## src/rtl/count_rate_meter.sv

```systemverilog
// count_rate_meter: receive-side companion of the switch-selectable tick
// generator. Measures the distance between rising edges of i_valid, decodes
// it back into the 2-bit rate code, and reports lock and strobe timeout.
module count_rate_meter #(
  parameter int NB_COUNTER = 32,
  parameter int NB_RATE    = 2
) (
  input  logic                  clock,
  input  logic                  i_reset,
  input  logic                  i_valid,
  output logic                  o_tick,
  output logic [NB_COUNTER-1:0] o_period,
  output logic [NB_RATE-1:0]    o_rate,
  output logic                  o_match,
  output logic                  o_locked,
  output logic                  o_timeout
);

  typedef enum logic [1:0] {
    S_IDLE  = 2'd0,
    S_FIRST = 2'd1,
    S_TRACK = 2'd2
  } state_e;

  localparam logic [NB_COUNTER-1:0] ONE     = {{(NB_COUNTER-1){1'b0}}, 1'b1};
  localparam logic [NB_COUNTER-1:0] P0      = ONE << (NB_COUNTER - 10);
  localparam logic [NB_COUNTER-1:0] P1      = ONE << (NB_COUNTER - 11);
  localparam logic [NB_COUNTER-1:0] P2      = ONE << (NB_COUNTER - 12);
  localparam logic [NB_COUNTER-1:0] P3      = ONE << (NB_COUNTER - 13);
  localparam logic [NB_COUNTER-1:0] TIMEOUT = ONE << (NB_COUNTER - 9);

  state_e                  state_q,   state_d;
  logic                    valid_q;
  logic [NB_COUNTER-1:0]   cnt_q,     cnt_d;
  logic                    tick_q,    tick_d;
  logic [NB_COUNTER-1:0]   period_q,  period_d;
  logic [NB_RATE-1:0]      rate_q,    rate_d;
  logic                    match_q,   match_d;
  logic                    locked_q,  locked_d;
  logic                    timeout_q, timeout_d;

  logic                    edge_det;
  logic                    at_timeout;
  logic                    dec_match;
  logic [NB_RATE-1:0]      dec_rate;

  assign edge_det   = i_valid & ~valid_q;
  assign at_timeout = (cnt_q == TIMEOUT);

  // Decode the running count against the four expected periods.
  always_comb begin
    // NOTE: every always_comb output gets a default first so no latch is inferred.
    dec_match = 1'b0;
    dec_rate  = rate_q;
    if (cnt_q == P0) begin
      dec_match = 1'b1;
      dec_rate  = NB_RATE'(0);
    end else if (cnt_q == P1) begin
      dec_match = 1'b1;
      dec_rate  = NB_RATE'(1);
    end else if (cnt_q == P2) begin
      dec_match = 1'b1;
      dec_rate  = NB_RATE'(2);
    end else if (cnt_q == P3) begin
      dec_match = 1'b1;
      dec_rate  = NB_RATE'(3);
    end
  end

  // Next-state and registered-output logic; an edge always beats a timeout.
  always_comb begin
    state_d   = state_q;
    tick_d    = 1'b0;
    timeout_d = 1'b0;
    period_d  = period_q;
    rate_d    = rate_q;
    match_d   = match_q;
    locked_d  = locked_q;
    unique case (state_q)
      S_IDLE: begin
        if (edge_det) begin
          tick_d  = 1'b1;
          state_d = S_FIRST;
        end
      end
      S_FIRST, S_TRACK: begin
        if (edge_det) begin
          tick_d   = 1'b1;
          period_d = cnt_q;
          match_d  = dec_match;
          rate_d   = dec_rate;
          locked_d = (state_q == S_TRACK) && dec_match && match_q && (dec_rate == rate_q);
          state_d  = S_TRACK;
        end else if (at_timeout) begin
          timeout_d = 1'b1;
          locked_d  = 1'b0;
          match_d   = 1'b0;
          state_d   = S_IDLE;
        end
      end
      default: state_d = S_IDLE;
    endcase
  end

  // Period counter: restarts at 1 on each edge, parks at 0 when idle, saturates at TIMEOUT.
  always_comb begin
    cnt_d = cnt_q;
    if (edge_det) begin
      cnt_d = ONE;
    end else if (state_q == S_IDLE || timeout_d) begin
      cnt_d = '0;
    end else if (!at_timeout) begin
      cnt_d = cnt_q + ONE;
    end
  end

  // State and output registers.
  always_ff @(posedge clock or negedge i_reset) begin
    // NOTE: asynchronous reset clears every flop; sequential state uses non-blocking assignments only.
    if (!i_reset) begin
      state_q   <= S_IDLE;
      valid_q   <= 1'b0;
      cnt_q     <= '0;
      tick_q    <= 1'b0;
      period_q  <= '0;
      rate_q    <= '0;
      match_q   <= 1'b0;
      locked_q  <= 1'b0;
      timeout_q <= 1'b0;
    end else begin
      state_q   <= state_d;
      valid_q   <= i_valid;
      cnt_q     <= cnt_d;
      tick_q    <= tick_d;
      period_q  <= period_d;
      rate_q    <= rate_d;
      match_q   <= match_d;
      locked_q  <= locked_d;
      timeout_q <= timeout_d;
    end
  end

  assign o_tick    = tick_q;
  assign o_period  = period_q;
  assign o_rate    = rate_q;
  assign o_match   = match_q;
  assign o_locked  = locked_q;
  assign o_timeout = timeout_q;

endmodule

```

## config.mk

```make
export PLATFORM = sky130hd
export DESIGN_NAME = count_rate_meter
export DESIGN_NICKNAME = d
export VERILOG_FILES = /design/src/rtl/count_rate_meter.sv
export SDC_FILE = /design/constraint.sdc
export NUM_CORES = 1
export LEC_CHECK = 0
export ABC_AREA = 1
export CORE_MARGIN = 3
export CORE_UTILIZATION = 57
export CTS_CLUSTER_DIAMETER = 60
export DETAILED_ROUTE_END_ITERATION = 12
export PLACE_DENSITY_LB_ADDON = 0.25
export SLEW_MARGIN = 10
export SYNTH_ARGS = -nofsm -noshare
export SYNTH_HDL_FRONTEND = slang
export SYNTH_SLANG_ARGS = --single-unit
```

## constraint.sdc

```tcl
create_clock -name clock -period 2 [get_ports clock]
set_clock_uncertainty 0.05 [all_clocks]
set_input_delay 0.3 -clock clock [delete_from_list [all_inputs] [get_ports clock]]
set_output_delay 0.3 -clock clock [all_outputs]
set_load 0.02 [all_outputs]
```

==> flow_summary_export.csv, run 1 <==
group,metric,value,unit
floorplan,die_h,89.0,µm
yosys,ys.flop_type,"dfrtp_1",
yosys,syn_area_per_cell,8.02,µm²
power_and_ir_drop,cellPowerDensity,818,mW/mm²
floorplan,die-area,0.00792,mm²
sta,finalCritPeriodShare,96.8,%
final_layout,antennaDiodeCount,0,
cts,clk_pin_slew,0.07,ns
critical_path,crit_required,2.16,ns
final_layout,drive_gt1_share,15.7,%
yosys,netlist_area,0.00393,mm²
critical_path,worstPathCellList,"inv_2 -> ha_2 -> nand4_1 -> nor2_2 -> and2_1 -> nand3_2 -> nand2_2 -> buf_6 -> o21ai_0",
sta,slew_headroom,67.5,%
global_route,grt_overflow_total,0,
critical_path,cp_slowest_stage_delay,0.41,ns
routing,vias,3479,
critical_path,crit_path_start,"cnt_q[0]$_DFFE_PN0P_",
placed_design,place.gp.congestion,0.966,
worst_hold_path,hold_path.class,"input port to flop",
routing,ant_nets,0,
placed_design,dp_cells,610,
yosys,synth_area_leaders,"dfrtp_1 46%, nand2_1 11%, nor2_1 6.8%",
worst_hold_path,hp-start,"i_valid",
critical_path,arrival,2.10,ns
final_layout,fill_cells,512,
critical_path,cp_max_fo,11,
yosys,synth-edff-count,0,
yosys,synth_seq_cells,73,
critical_path,critical_path_class,"flop to flop",
final_layout,final_nets,555,
power_and_ir_drop,peakVddDrop,0.000502,V
yosys,synthTopCellsByCount,"112 x nand2_1, 73 x dfrtp_1, 71 x nor2_1, 50 x inv_1, 40 x o21ai_0",
yosys,yosysWarnings,0,
floorplan,ioPinCount,41,
critical_path,reg2reg_from,"cnt_q[0]$_DFFE_PN0P_",
yosys,synthDistinctLibCells,31,
routing,drc_errors,0,
sta,fin_crit,1.94,ns
yosys,post-synth-top-count-cell,"nand2_1",
global_route,grt_pass1_vias,3383,
routing,via_per_inst,5.56,
cts,clkSinkCount,73,
yosys,syn_nets,498,
final_layout,fin_cells,626,
flow_run,maxCapViolations,0,
sta,drv_slew,0,
critical_path,path_buf_inv,2,
cts,clk-insertion-delay-late,0.35,ns
yosys,synthCells,490,
yosys,yosysTopAreaCell,"dfrtp_1",
sta,worst_slew_pin_slew,0.488,ns
sta,hold_violations,0,
placed_design,place.port_buffers,40,
routing,post_drt_wl_per_cell,15.5,µm
yosys,synth_top_cell_area_share,46.5,%
cts,cts-root-buf,"clkbuf_8",
routing,drt-initial-drc-count,265,
floorplan,initial_utilization,60.2,%
power_and_ir_drop,total_power,3880,µW
sta,whs,0.371,ns
critical_path,crit_family,"simple AND/OR/NAND/NOR gates",
final_layout,post-route-util,72.6,%
floorplan,die_w,89.0,µm
routing,drt_wl_total,9700,µm
critical_path,slowest_stage,"dfrtp_2",
sta,tns,0,ns
cts,cts_htree_levels,3,
final_layout,area_delta_synth_final,20.8,%
yosys,synthArstFlopShare,100,%
cts,cts_tree,"done",
global_route,grt_pass1_wl,15800,µm
cts,cts_buffer_depth,2,
placed_design,dpl.hpwl,6950,µm
yosys,yosysSeqAreaShare,46.5,%
critical_path,end_kind,"flop",
status,status,"completed",
sta,max_freq,0.517,GHz
global_route,grt_max_degree,69,
global_route,grt_usage,26.2,%
power_and_ir_drop,p_leak,0.00213,µW
routing,dr.pass1.iters,4,
floorplan,row_count,29,
critical_path,start_kind,"flop",
sta,finalSetupViolations,0,
global_route,antenna_found_initial,0,
cts,cts_made_buffers,9,
floorplan,coreArea,0.00653,mm²
## final timing paths
path	end	slack (ns)	cells after the start
max in group asynchronous	o_period[21]$_DFFE_PN0P_	0.90	3
setup / recovery	cnt_q[0]$_DFFE_PN0P_	0.06	9
hold / removal	valid_q$_DFF_PN0_	0.37	1
hold reg to reg	o_period[1]$_DFFE_PN0P_	0.43	2
setup reg to reg	cnt_q[0]$_DFFE_PN0P_	0.06	9
min in group asynchronous	state_q[1]$_DFFE_PN0P_	0.39	2
## worst register-to-register path, stage by stage (launching register included)
cell     delay (ns)
dfrtp_2        0.41
inv_2          0.09
ha_2           0.23
nand4_1        0.15
nor2_2         0.19
and2_1         0.19
nand3_2        0.10
nand2_2        0.09
buf_6          0.17
o21ai_0        0.11
## state kept, by name, indices dropped and copies added (netlist names)
register / count
o_period: 32
o_tick: 1
o_match: 1
cnt_q: 32
o_timeout: 1
state_q: 2
o_rate: 2
o_locked: 1
valid_q: 1
## layout make-up
cell class,instances,area (µm²),area share [%]
Sequential cell,73,1830,38.5
Inverter,58,218,4.59
Timing Repair Buffer,57,554,11.7
Multi-Input combinational cell,348,1880,39.6
Tap cell,77,96.3,2.03
Clock buffer,13,169,3.56
## power breakdown
group / switching [µW] / internal [µW] / leakage, µW
clock: 517 / 533 / 0.0000875
sequential: 82.1 / 1580 / 0.00101
combinational: 769 / 396 / 0.00103
## metrics by stage
step                setup WS (ns)  cell area (µm²)
finish                     0.0640             4740
global route              -0.0299             4740
CTS                       0.00315             4680
detailed placement      -0.000187             4490
global placement            0.101             4490
floorplan                   0.292             3930
## kinds of logic after synthesis
kind of cell    after synthesis  share of synthesized area (%)
simple gates                274                           33.4
flops                        73                           46.5
buf+inv                      69                           7.10
compound gates               43                           5.61
xor+xnor                     26                           5.80
fa+ha+maj                     5                           1.59
## cells in the final DEF, fill, tap and decap left out, types with 13 or more instances in the layout
master             n
inv_1             46
xor2_1            26
nand2_1          111
o21ai_0           40
dfrtp_1           72
nand3_1           18
nor3_1            18
buf_4             13
nor2_1            67
clkdlybuf4s50_1   39
## per-layer routing
| metal | vias to the layer above | GRT usage [%] | routed length, µm |
|---|---|---|---|
| met4 | 0 | 10.3 | 194 |
| li1 | 1669 | - | - |
| met5 | - | 0 | 0 |
| met1 | 1642 | 34.3 | 4170 |
| met2 | 144 | 41.8 | 4650 |
| met3 | 24 | 7.00 | 690 |
## repair_timing
item,CTS,global route
endpoints found under the setup margin,2,36
pin swaps,0,1
setup buffers,0,2
gates resized for setup,2,18
endpoints found under the hold margin,20,0
hold buffers,1,0
Power figures use the tool's default switching activity.
==> run 2: changes to the inputs <==
--- a/config.mk
+++ b/config.mk
@@ -6,6 +6,7 @@
 export NUM_CORES = 1
 export LEC_CHECK = 0
 export ABC_AREA = 1
+export CORE_ASPECT_RATIO = 0.7
 export CORE_MARGIN = 3
 export CORE_UTILIZATION = 57
 export CTS_CLUSTER_DIAMETER = 60
@@ -15,3 +16,4 @@
 export SYNTH_ARGS = -nofsm -noshare
 export SYNTH_HDL_FRONTEND = slang
 export SYNTH_SLANG_ARGS = --single-unit
+export TNS_END_PERCENT = 5
==> run 2 against run 1 <==
Sequential share of layout area is 0.92 points lower. Clock power hardly changed. Cell area is 2.5% higher. Die area is 0.20% higher. Combinational power is 3% higher. Total power is 1.0% higher. Utilization is 2.6 points higher. Via count is 0.69% lower. Sequential power hardly changed. Critical path depth is 2 higher. Worst setup slack better by 0.065 ns. First-iteration DRC count is 2.6% lower.
==> flow_summary_export.csv, run 2 (synthesis results as in run 1) <==
group,metric,value,unit
floorplan,die_h,75.5,µm
critical_path,start_kind,"flop",
floorplan,coreArea,0.00646,mm²
final_layout,layout_commonest_cell,"nand2_1",
final_layout,seq_area,0.00183,mm²
placed_design,place.port_buffers,40,
global_route,grt_pass1_vias,3308,
critical_path,crit_family,"simple AND/OR/NAND/NOR gates",
sta,max_freq,0.535,GHz
cts,cts_buffer_depth,2,
status,status,"completed",
routing,drc_errors,0,
sta,finalCritPeriodShare,93.5,%
routing,via_per_inst,5.28,
critical_path,crit_required,2.23,ns
cts,cts_tree,"done",
sta,fin_crit,1.87,ns
global_route,grt_pass1_wl,16500,µm
routing,ant_nets,0,
floorplan,ioPinCount,41,
critical_path,slowest_stage,"dfrtp_1",
routing,dr.pass1.iters,5,
final_layout,drive_gt1_share,17.8,%
sta,hold_violations,0,
cts,cts-root-buf,"clkbuf_8",
floorplan,die_w,105,µm
placed_design,dp_cells,633,
final_layout,antennaDiodeCount,0,
floorplan,row_count,24,
sta,rsz0062_at_grt,"true",
placed_design,dpl.hpwl,7300,µm
cts,clk-insertion-delay-late,0.35,ns
cts,clkSinkCount,73,
cts,clk_pin_slew,0.07,ns
sta,slew_headroom,73.6,%
sta,worst_slew_pin_slew,0.392,ns
global_route,grt_max_degree,74,
cts,cts_htree_levels,3,
power_and_ir_drop,cellPowerDensity,806,mW/mm²
flow_run,maxCapViolations,0,
final_layout,final_cell_mix,"109 x nand2_1, 72 x dfrtp_1, 64 x nor2_1",
final_layout,area_delta_synth_final,23.7,%
critical_path,path_buf_inv,3,
final_layout,final_nets,566,
critical_path,worstPathCellList,"buf_4 -> ha_1 -> nand2_2 -> inv_2 -> nand4_4 -> inv_1 -> nand2_1 -> nor2_2 -> nand4_1 -> xor2_1 -> nor2_1",
critical_path,cp_max_fo,5,
critical_path,arrival,2.10,ns
routing,drt_wl_total,9890,µm
routing,post_drt_wl_per_cell,15.1,µm
routing,vias,3455,
critical_path,cp_slowest_stage_delay,0.36,ns
power_and_ir_drop,p_leak,0.00218,µW
cts,cts_made_buffers,9,
worst_hold_path,hold_path.class,"input port to flop",
final_layout,fin_cells,654,
final_layout,multi_input_area,0.00189,mm²
sta,drv_slew,0,
placed_design,place.gp.congestion,0.902,
final_layout,fill_cells,512,
power_and_ir_drop,peakVddDrop,0.000735,V
sta,finalSetupViolations,0,
global_route,antenna_found_initial,0,
routing,drt-initial-drc-count,258,
global_route,grt_overflow_total,0,
global_route,grt_usage,26.8,%
floorplan,initial_utilization,60.9,%
floorplan,die-area,0.00794,mm²
critical_path,critical_path_class,"flop to flop",
power_and_ir_drop,total_power,3920,µW
critical_path,end_kind,"flop",
run 2: per-layer routing:
| metal | vias up | wire length, µm | global-route usage (%) |
|---|---|---|---|
| met5 | - | 0 | 0 |
| met4 | 0 | 161 | 8.88 |
| met3 | 18 | 745 | 5.93 |
| met2 | 139 | 4260 | 42.2 |
| met1 | 1604 | 4720 | 37.4 |
| li1 | 1694 | - | - |
run 2: power by group:
group / leakage, µW / total (µW) / switching [µW] / internal, µW
clock: 0.0000932 / 1050 / 538 / 513
combinational: 0.00108 / 1210 / 766 / 441
sequential: 0.00101 / 1660 / 79.5 / 1580
run 2: cell type report:
class                      instances  share of cell area [%]
clock inverter                     3                   0.309
sequential                        73                    37.6
inverter                          58                    4.48
multi-input combinational        348                    38.9
tap                               91                    2.34
clock buffer                      13                    3.27
timing repair buffer              68                    13.1
run 2: per-stage QoR:
step                      util (%)  area [µm²]  worst slack (ns)  TNS, ns  hold slack, ns
after floorplan                  -        3930             0.292        0         -0.0456
after global placement        70.9        4570            0.0250        0           0.309
after detailed placement      70.9        4570           -0.0154  -0.0154           0.314
after CTS                     73.7        4760            0.0324        0           0.346
after global routing          75.3        4860           -0.0251  -0.0444           0.365
final                         75.3        4860             0.129        0           0.362
run 2: path summary, 6_finish.rpt:
kind                                             to  cells past startpoint                      from  slack, ns
max                           cnt_q[26]$_DFFE_PN0P_                     11      cnt_q[0]$_DFFE_PN0P_       0.13
max reg2reg                   cnt_q[26]$_DFFE_PN0P_                     11      cnt_q[0]$_DFFE_PN0P_       0.13
min reg2reg                o_period[21]$_DFFE_PN0P_                      2  o_period[21]$_DFFE_PN0P_       0.43
min                               valid_q$_DFF_PN0_                      1                   i_valid       0.36
max in group asynchronous      cnt_q[3]$_DFFE_PN0P_                      3                   i_reset       1.14
min in group asynchronous     cnt_q[13]$_DFFE_PN0P_                      3                   i_reset       0.46
run 2: worst reg2reg max path, stage by stage (launching register included):
cell and delay, ns:
dfrtp_1 0.36, buf_4 0.13, ha_1 0.17, nand2_2 0.08, inv_2 0.10, nand4_4 0.14
inv_1 0.10, nand2_1 0.09, nor2_2 0.19, nand4_1 0.13, xor2_1 0.16, nor2_1 0.10
run 2: repair_timing:
action | CTS | global route
hold buffers | 1 | 0
pin swaps | 0 | 6
gates resized for setup | 1 | 21
setup buffers | 0 | 4
hold endpoints to repair | 73 | 0
setup endpoints to repair | 9 | 36
